--- src/rtl/double_trouble_sweeper.sv ---
// Sweep controller that walks all 16 inputs of the "at least two high" evaluator and scores it.
// Optional stop-at-first-mismatch behaviour is enabled by defining DTS_STOP_ON_FAIL_EN.
module double_trouble_sweeper #(
  parameter int unsigned SETTLE_CYCLES = 1
) (
  input  logic       clk,
  input  logic       rst,
  input  logic       start,
  input  logic       abort,
  output logic [3:0] drv,
  input  logic       dut_out,
  output logic       busy,
  output logic       done,
  output logic       aborted,
  output logic [4:0] pass_cnt,
  output logic [4:0] fail_cnt,
  output logic [3:0] first_fail_vec,
  output logic       first_fail_valid
);

  localparam int unsigned VEC_W = 4;
  localparam int unsigned CNT_W = 5;
  localparam int unsigned SET_W = 4;
  localparam logic [SET_W-1:0] SETTLE_LAST = SET_W'(SETTLE_CYCLES - 1);
  localparam logic [VEC_W-1:0] VEC_LAST    = '1;

  typedef enum logic [1:0] {
    IDLE   = 2'd0,
    DRIVE  = 2'd1,
    SAMPLE = 2'd2,
    DONE   = 2'd3
  } state_t;

  state_t             state_q, state_d;
  logic [VEC_W-1:0]   vec_q, vec_d;
  logic [SET_W-1:0]   settle_q, settle_d;
  logic [CNT_W-1:0]   pass_d, fail_d;
  logic [VEC_W-1:0]   ffv_d;
  logic               ffvalid_d;
  logic               aborted_d;
  logic [VEC_W-1:0]   drv_d;
  logic               busy_d;
  logic               done_d;

  logic [2:0]         ones_c;
  logic               golden_c;
  logic               match_c;

  // Golden model: output is high when at least two inputs are high.
  assign ones_c   = 3'(vec_q[0]) + 3'(vec_q[1]) + 3'(vec_q[2]) + 3'(vec_q[3]);
  assign golden_c = (ones_c >= 3'd2);
  assign match_c  = (dut_out == golden_c);

  // State and result registers.
  always_ff @(posedge clk) begin
    if (rst) begin
      state_q          <= IDLE;
      vec_q            <= '0;
      settle_q         <= '0;
      pass_cnt         <= '0;
      fail_cnt         <= '0;
      first_fail_vec   <= '0;
      first_fail_valid <= 1'b0;
      aborted          <= 1'b0;
      drv              <= '0;
      busy             <= 1'b0;
      done             <= 1'b0;
    end else begin
      state_q          <= state_d;
      vec_q            <= vec_d;
      settle_q         <= settle_d;
      pass_cnt         <= pass_d;
      fail_cnt         <= fail_d;
      first_fail_vec   <= ffv_d;
      first_fail_valid <= ffvalid_d;
      aborted          <= aborted_d;
      drv              <= drv_d;
      busy             <= busy_d;
      done             <= done_d;
    end
  end

  // Next-state and result bookkeeping.
  always_comb begin
    state_d   = state_q;
    vec_d     = vec_q;
    settle_d  = settle_q;
    pass_d    = pass_cnt;
    fail_d    = fail_cnt;
    ffv_d     = first_fail_vec;
    ffvalid_d = first_fail_valid;
    aborted_d = aborted;

    case (state_q)
      IDLE: begin
        if (start) begin
          state_d   = DRIVE;
          vec_d     = '0;
          settle_d  = '0;
          pass_d    = '0;
          fail_d    = '0;
          ffv_d     = '0;
          ffvalid_d = 1'b0;
          aborted_d = 1'b0;
        end
      end

      DRIVE: begin
        if (abort) begin
          state_d   = IDLE;
          aborted_d = 1'b1;
        end else begin
          settle_d = settle_q + SET_W'(1);
          if (settle_q == SETTLE_LAST) begin
            state_d = SAMPLE;
          end
        end
      end

      SAMPLE: begin
        // Abort takes priority over both scoring and the final-vector exit.
        if (abort) begin
          state_d   = IDLE;
          aborted_d = 1'b1;
        end else begin
          if (match_c) begin
            pass_d = pass_cnt + CNT_W'(1);
          end else begin
            fail_d = fail_cnt + CNT_W'(1);
            if (!first_fail_valid) begin
              ffv_d     = vec_q;
              ffvalid_d = 1'b1;
            end
          end

          if (vec_q == VEC_LAST) begin
            state_d = DONE;
          end
`ifdef DTS_STOP_ON_FAIL_EN
          else if (!match_c) begin
            state_d = DONE;
          end
`endif
          else begin
            state_d  = DRIVE;
            vec_d    = vec_q + VEC_W'(1);
            settle_d = '0;
          end
        end
      end

      DONE: begin
        state_d = IDLE;
      end

      default: begin
        state_d = IDLE;
      end
    endcase
  end

  // Output values for the coming cycle, registered alongside the state.
  always_comb begin
    drv_d  = '0;
    busy_d = 1'b0;
    done_d = 1'b0;

    case (state_d)
      DRIVE, SAMPLE: begin
        drv_d  = vec_d;
        busy_d = 1'b1;
      end
      DONE: begin
        done_d = 1'b1;
      end
      default: begin
        drv_d  = '0;
      end
    endcase
  end

endmodule

--- config.mk ---
export PLATFORM = sky130hd
export DESIGN_NAME = double_trouble_sweeper
export DESIGN_NICKNAME = d
export VERILOG_FILES = /design/src/rtl/double_trouble_sweeper.sv
export SDC_FILE = /design/constraint.sdc
export NUM_CORES = 1
export LEC_CHECK = 0
export BUFFER_PORTS_ARGS = -buffer_cell sky130_fd_sc_hd__buf_2
export CORE_MARGIN = 3
export CORE_UTILIZATION = 25
export DETAILED_ROUTE_END_ITERATION = 10
export SLEW_MARGIN = 20
export SYNTH_ARGS = -nofsm -noshare
export SYNTH_HDL_FRONTEND = slang
export SYNTH_SLANG_ARGS = --single-unit
--- constraint.sdc ---
create_clock -name clk -period 4.85 [get_ports clk]
set_clock_uncertainty 0.15 [all_clocks]
set_input_delay 1.2125 -clock clk [delete_from_list [all_inputs] [get_ports clk]]
set_output_delay 1.2125 -clock clk [all_outputs]
set_load 0.02 [all_outputs]
==> impl_metrics.json, run 1 <==
{
  "outcome": "finished, final reports clean",
  "clkLatencyLatePin_ps": 280,
  "r2r_cells": 5,
  "hpwlAfterDp_um": 2847,
  "synth-xor-area-share": 0.01455,
  "power.total_uw": 539.8,
  "grt_pass1_vias": 1461,
  "rsz0062_at_grt": "false",
  "io_buffers": 26,
  "ys_types": 49,
  "finalHoldViolations": 0,
  "antenna_found_initial": 0,
  "synth_compound_area_frac": 0.1927,
  "remaining_drc_errors": 0,
  "hold_start": "pass_cnt[4]",
  "period_share": 0.5303,
  "wl_per_cell_um": 11.98,
  "grt_pass1_wl_um": 6768,
  "syn_area_um2": 1805,
  "die_y_um": 90.98,
  "yosys.area.top_type_share": 0.3548,
  "reg2reg_to": "fail_cnt[4]",
  "cts_buffer_depth": 2,
  "r2r_start": "vec_q[0]",
  "gp_congestion": 0.8141,
  "cts_hold_buf": 0,
  "postSynthCellCount": 210,
  "yosysTopAreaCell": "dfxtp_1",
  "cts_htree_levels": 2,
  "first_pass_iters": 4,
  "syn_area_per_cell_um2": 8.598,
  "synthMuxAreaShare": 0.03604,
  "postLayoutCoreUtil": 0.3014,
  "hp-class": "reg -> reg",
  "max_freq_ghz": 0.3888,
  "drive_above_1_share": 0.1940,
  "fin_crit_ps": 2572,
  "worstPathRequired_ps": 4900,
  "root_buffer": "clkbuf_8",
  "slew_headroom": 0.3648,
  "via_per_inst": 4.649,
  "min_to": "pass_cnt[4]",
  "slew_violations": 0,
  "seq_area_frac_synth": 0.3548,
  "setup_violations": 0,
  "crit_type": "reg -> reg",
  "yosysMostFrequentCell": "dfxtp_1",
  "ant_nets": 0,
  "fp.dieW_um": 90.98,
  "cts_resized": 0,
  "cts-buffers-inserted": 5,
  "tritoncts": "yes",
  "synthAdderAreaFrac": 0.08039,
  "path_cells": "fa_1, a21oi_4, xnor2_1, nand3_1, o211ai_1",
  "highest_layer": "met4",
  "fp.coreArea_um2": 6907,
  "die_area_um2": 8277,
  "power.density_nw_per_um2": 259.3,
  "num_io_pins": 27,
  "cts.sinks": 32,
  "ys_async_sr_fraction": 0,
  "wl_met1_um": 1896,
  "track_usage": 0.09679,
  "layout.nets": 247,
  "synth_area_leaders": "dfxtp_1 35%, ha_1 6.9%, nand2_1 4.6%, a21oi_1 3.3%, nand3_1 3.0%",
  "wl_met2_um": 1821,
  "cp-end-kind": "register",
  "start_util": 0.2614,
  "synth_commonest_cells": "32 x dfxtp_1, 22 x nand2_1, 12 x a21oi_1, 11 x inv_1, 11 x nand3_1",
  "vias": 1525,
  "fin_setup_tns_ps": 0,
  "crit_arrival_ps": 2630,
  "dominantRegCellSynth": "dfxtp_1",
  "tightestPinTransition_ps": 945.9,
  "p_leak_nw": 0.8044,
  "grt_start_max_net_pins": 30,
  "startpoint_type": "register",
  "core.rowCount": 30,
  "fin_cells": 328,
  "critPathLaunch": "vec_q[0]",
  "maxCapViolCount": 0,
  "initialDrtViolationCount": 93,
  "holdPathStages": 2,
  "ir_drop_uv": 137.9,
  "area_delta_synth_final_pct": 15.32,
  "slowest_delay_ps": 750,
  "route.met3.wl_um": 203,
  "synth_top_family_by_area": "simple AND/OR/NAND/NOR gates",
  "synthSimpleGateAreaFrac": 0.2571,
  "placedCellCount": 320,
  "synth_seq_cells": 32,
  "overflow": 0,
  "reg2reg_slack_ps": 2280,
  "wirelength_um": 3930,
  "finalHoldWorstSlack_ps": 319.0,
  "yosysWarnings": 0,
  "post_cts_buffers": 0,
  "slowest_stage": "xnor2_1",
  "fillers": 755,
  "path_max_fanout": 12,
  "postSynthNetCount": 226,
  "diodes": 0,
  "clk_pin_slew_ps": 70,
  "synth_edf_count": 0
}
layout make-up:
| type | instances | area, µm² | area share |
|---|---|---|---|
| inverters | 11 | 41.29 | 0.01983 |
| clock inverters | 1 | 7.507 | 0.003606 |
| repair buffers | 27 | 137.6 | 0.06611 |
| clock buffers | 7 | 86.33 | 0.04147 |
| multi-input cells | 154 | 1049 | 0.5036 |
| well taps | 96 | 120.1 | 0.05769 |
| flip-flops and latches | 32 | 640.6 | 0.3077 |
per-layer routing:
layer	track usage	vias to the layer above
li1	-	795
met1	0.1246	704
met2	0.1594	24
met3	0.03314	2
met4	0.01508	0
met5	0	-
state kept, by name, summed over array words and instances, names as in the netlist:
name,count
pass_cnt,5
first_fail_vec,4
aborted,1
fail_cnt,5
done,1
settle_q,4
busy,1
first_fail_valid,1
state_q,2
drv,4
vec_q,4
stage by stage:
stage	setup WS, ps	cell area [µm²]
floorplan	2363	1805
global placement	2064	1988
detailed placement	1988	1988
CTS	2262	2082
global route	2028	2082
finish	2278	2082
power breakdown:
group / internal [mW] / total [mW] / switching, mW
Combinational: 0.0177 / 0.0553 / 0.0377
Sequential: 0.266 / 0.268 / 0.00247
Clock: 0.115 / 0.216 / 0.101
logic make-up (layout without fill, tap and decap cells):
group	after synthesis	after routing
flops	32	32
simple gates	85	85
xor+xnor	3	3
fa+ha+maj	11	11
compound gates	49	49
mux	6	6
buf+inv	24	46
how the worst max path moves through the flow:
| stage | endpoint | slack, ps | cells past startpoint |
|---|---|---|---|
| after floorplan | drv[2] | 2360 | 7 |
| after global placement | fail_cnt[2] | 2060 | 4 |
| after detailed placement | fail_cnt[4] | 1990 | 4 |
| after CTS | fail_cnt[4] | 2260 | 5 |
| after global routing | fail_cnt[2] | 2030 | 5 |
| final | fail_cnt[4] | 2280 | 5 |
cell usage in the layout (no fill, tap or decap), types with 7 or more instances in the layout:
cell type / n
nand2_1: 22
a21oi_1: 12
nand2b_1: 7
o21ai_0: 8
dfxtp_1: 32
a31oi_1: 7
nand3_1: 11
nor2_1: 8
buf_2: 26
nor3_1: 8
ha_1: 10
inv_1: 11
worst max-delay path, delay by kind of cell, from the launching register on:
| family | cells | cell delay (ps) |
|---|---|---|
| compound gates | 2 | 310 |
| flops | 1 | 390 |
| simple gates | 1 | 290 |
| xor+xnor | 1 | 750 |
| fa+ha+maj | 1 | 600 |
No activity file was read; power rests on OpenSTA's default activity.
==> inputs of run 2 (changes only) <==
==> constraint.sdc (replaced) <==
create_clock -name clk -period 2.5 [get_ports clk]
set_clock_uncertainty 0.15 [all_clocks]
set_input_delay 0.625 -clock clk [delete_from_list [all_inputs] [get_ports clk]]
set_output_delay 0.625 -clock clk [all_outputs]
set_load 0.02 [all_outputs]
==> impl_metrics.json, run 2 (synthesis results as in run 1) <==
{
  "diodes": 0,
  "min_to": "pass_cnt[4]",
  "path_cells": "fa_1, a21oi_4, xor2_1, or4b_1, a31oi_1",
  "crit_arrival_ps": 2250,
  "r2r_start": "vec_q[3]",
  "grt_start_max_net_pins": 16,
  "fin_crit_ps": 2179,
  "slew_headroom": 0.6556,
  "first_pass_iters": 4,
  "post_cts_buffers": 0,
  "maxCapViolCount": 0,
  "fp.dieW_um": 90.98,
  "die_y_um": 90.98,
  "hpwlAfterDp_um": 3014,
  "wirelength_um": 4024,
  "finalHoldViolations": 0,
  "r2r_cells": 5,
  "startpoint_type": "register",
  "cts_htree_levels": 2,
  "p_leak_nw": 0.8333,
  "drive_above_1_share": 0.2152,
  "mostFrequentLayoutCells": "32 x dfxtp_1, 26 x buf_2, 22 x nand2_1",
  "initialDrtViolationCount": 104,
  "remaining_drc_errors": 0,
  "cts-buffers-inserted": 5,
  "max_freq_ghz": 0.4589,
  "crit_type": "reg -> reg",
  "ant_nets": 0,
  "postLayoutCoreUtil": 0.3060,
  "cts_buffer_depth": 2,
  "tightestPinTransition_ps": 515.6,
  "track_usage": 0.1049,
  "clk_pin_slew_ps": 70,
  "io_buffers": 26,
  "layout.nets": 252,
  "vias": 1596,
  "cp-end-kind": "register",
  "start_util": 0.2614,
  "slowest_stage": "fa_1",
  "hp-class": "reg -> reg",
  "num_io_pins": 27,
  "root_buffer": "clkbuf_8",
  "setup_ws_ps": 320.8,
  "antenna_found_initial": 0,
  "core.rowCount": 30,
  "die_area_um2": 8277,
  "grt_pass1_wl_um": 7307,
  "dp_slack_ps": 327.0,
  "ir_drop_uv": 278.0,
  "power.density_nw_per_um2": 489.1,
  "slew_violations": 0,
  "tritoncts": "yes",
  "rsz0062_at_grt": "false",
  "worstPathRequired_ps": 2570,
  "hold_start": "pass_cnt[4]",
  "overflow": 0,
  "cts_hold_buf": 0,
  "via_per_inst": 4.793,
  "reg2reg_to": "first_fail_vec[1]",
  "setup_violations": 0,
  "cts.sinks": 32,
  "wl_per_cell_um": 12.08,
  "grt_pass1_vias": 1544,
  "slowest_delay_ps": 490,
  "mostFrequentLayoutCell": "dfxtp_1",
  "cts_resized": 0,
  "top_regs": "fail_cnt: 5 flops, pass_cnt: 5 flops",
  "fp.coreArea_um2": 6907,
  "clkLatencyLatePin_ps": 290,
  "area_delta_synth_final_pct": 17.05,
  "outcome": "finished, final reports clean",
  "reg2reg_slack_ps": 320,
  "path_max_fanout": 8,
  "gp_congestion": 0.8092,
  "period_share": 0.8717,
  "holdPathStages": 2,
  "fin_setup_tns_ps": 0
}
## run 2: layer usage
| metal | wire [µm] | track usage | vias to the layer above |
|---|---|---|---|
| met3 | 188 | 0.03563 | 3 |
| met1 | 1886 | 0.1335 | 752 |
| met2 | 1920 | 0.1711 | 35 |
| li1 | - | - | 806 |
| met5 | 0 | 0 | - |
| met4 | 29 | 0.02387 | 0 |
## run 2: cell type report
type	instances	area (µm²)
Multi-Input combinational cell	154	1049
Sequential cell	32	640.6
Clock buffer	5	68.82
Fill cell	750	4793
Tap cell	96	120.1
Timing Repair Buffer	32	175.2
Clock inverter	3	18.77
Inverter	11	41.29
## run 2: where the power goes
group          total, mW  switching [mW]  internal, mW
Combinational      0.115          0.0765        0.0387
Sequential         0.521         0.00492         0.516
Clock              0.398           0.204         0.194
## run 2: per-stage QoR
step	hold slack (ps)	instances	power [mW]	area, µm²
2_1_floorplan	314.6	210	0.6194	1805
3_3_place_gp	308.9	325	0.6446	2026
3_5_place_dp	320.5	325	0.6475	2026
4_1_cts	331.3	333	1.048	2113
5_1_grt	344.7	333	1.096	2113
6_report	325.5	333	1.034	2113
## run 2: worst max path at each step
stage / slack [ps] / endpoint / cells past startpoint / from
finish: 320 / first_fail_vec[1] / 5 / vec_q[3]
global route: 150 / first_fail_vec[0] / 5 / vec_q[3]
CTS: 310 / first_fail_vec[1] / 5 / vec_q[0]
detailed placement: 330 / first_fail_vec[1] / 5 / vec_q[0]
global placement: 370 / first_fail_vec[0] / 5 / vec_q[3]
floorplan: 410 / drv[2] / 10 / state_q[0]
## run 2: worst max-delay path, delay by kind of cell (launching register included)
kind | cells | cell delay (ps)
DFF | 1 | 450
xor gates and xnor gates | 1 | 180
AOI/OAI and AO/OA | 2 | 350
adders and majority gates | 1 | 490
and+or+nand+nor | 1 | 490
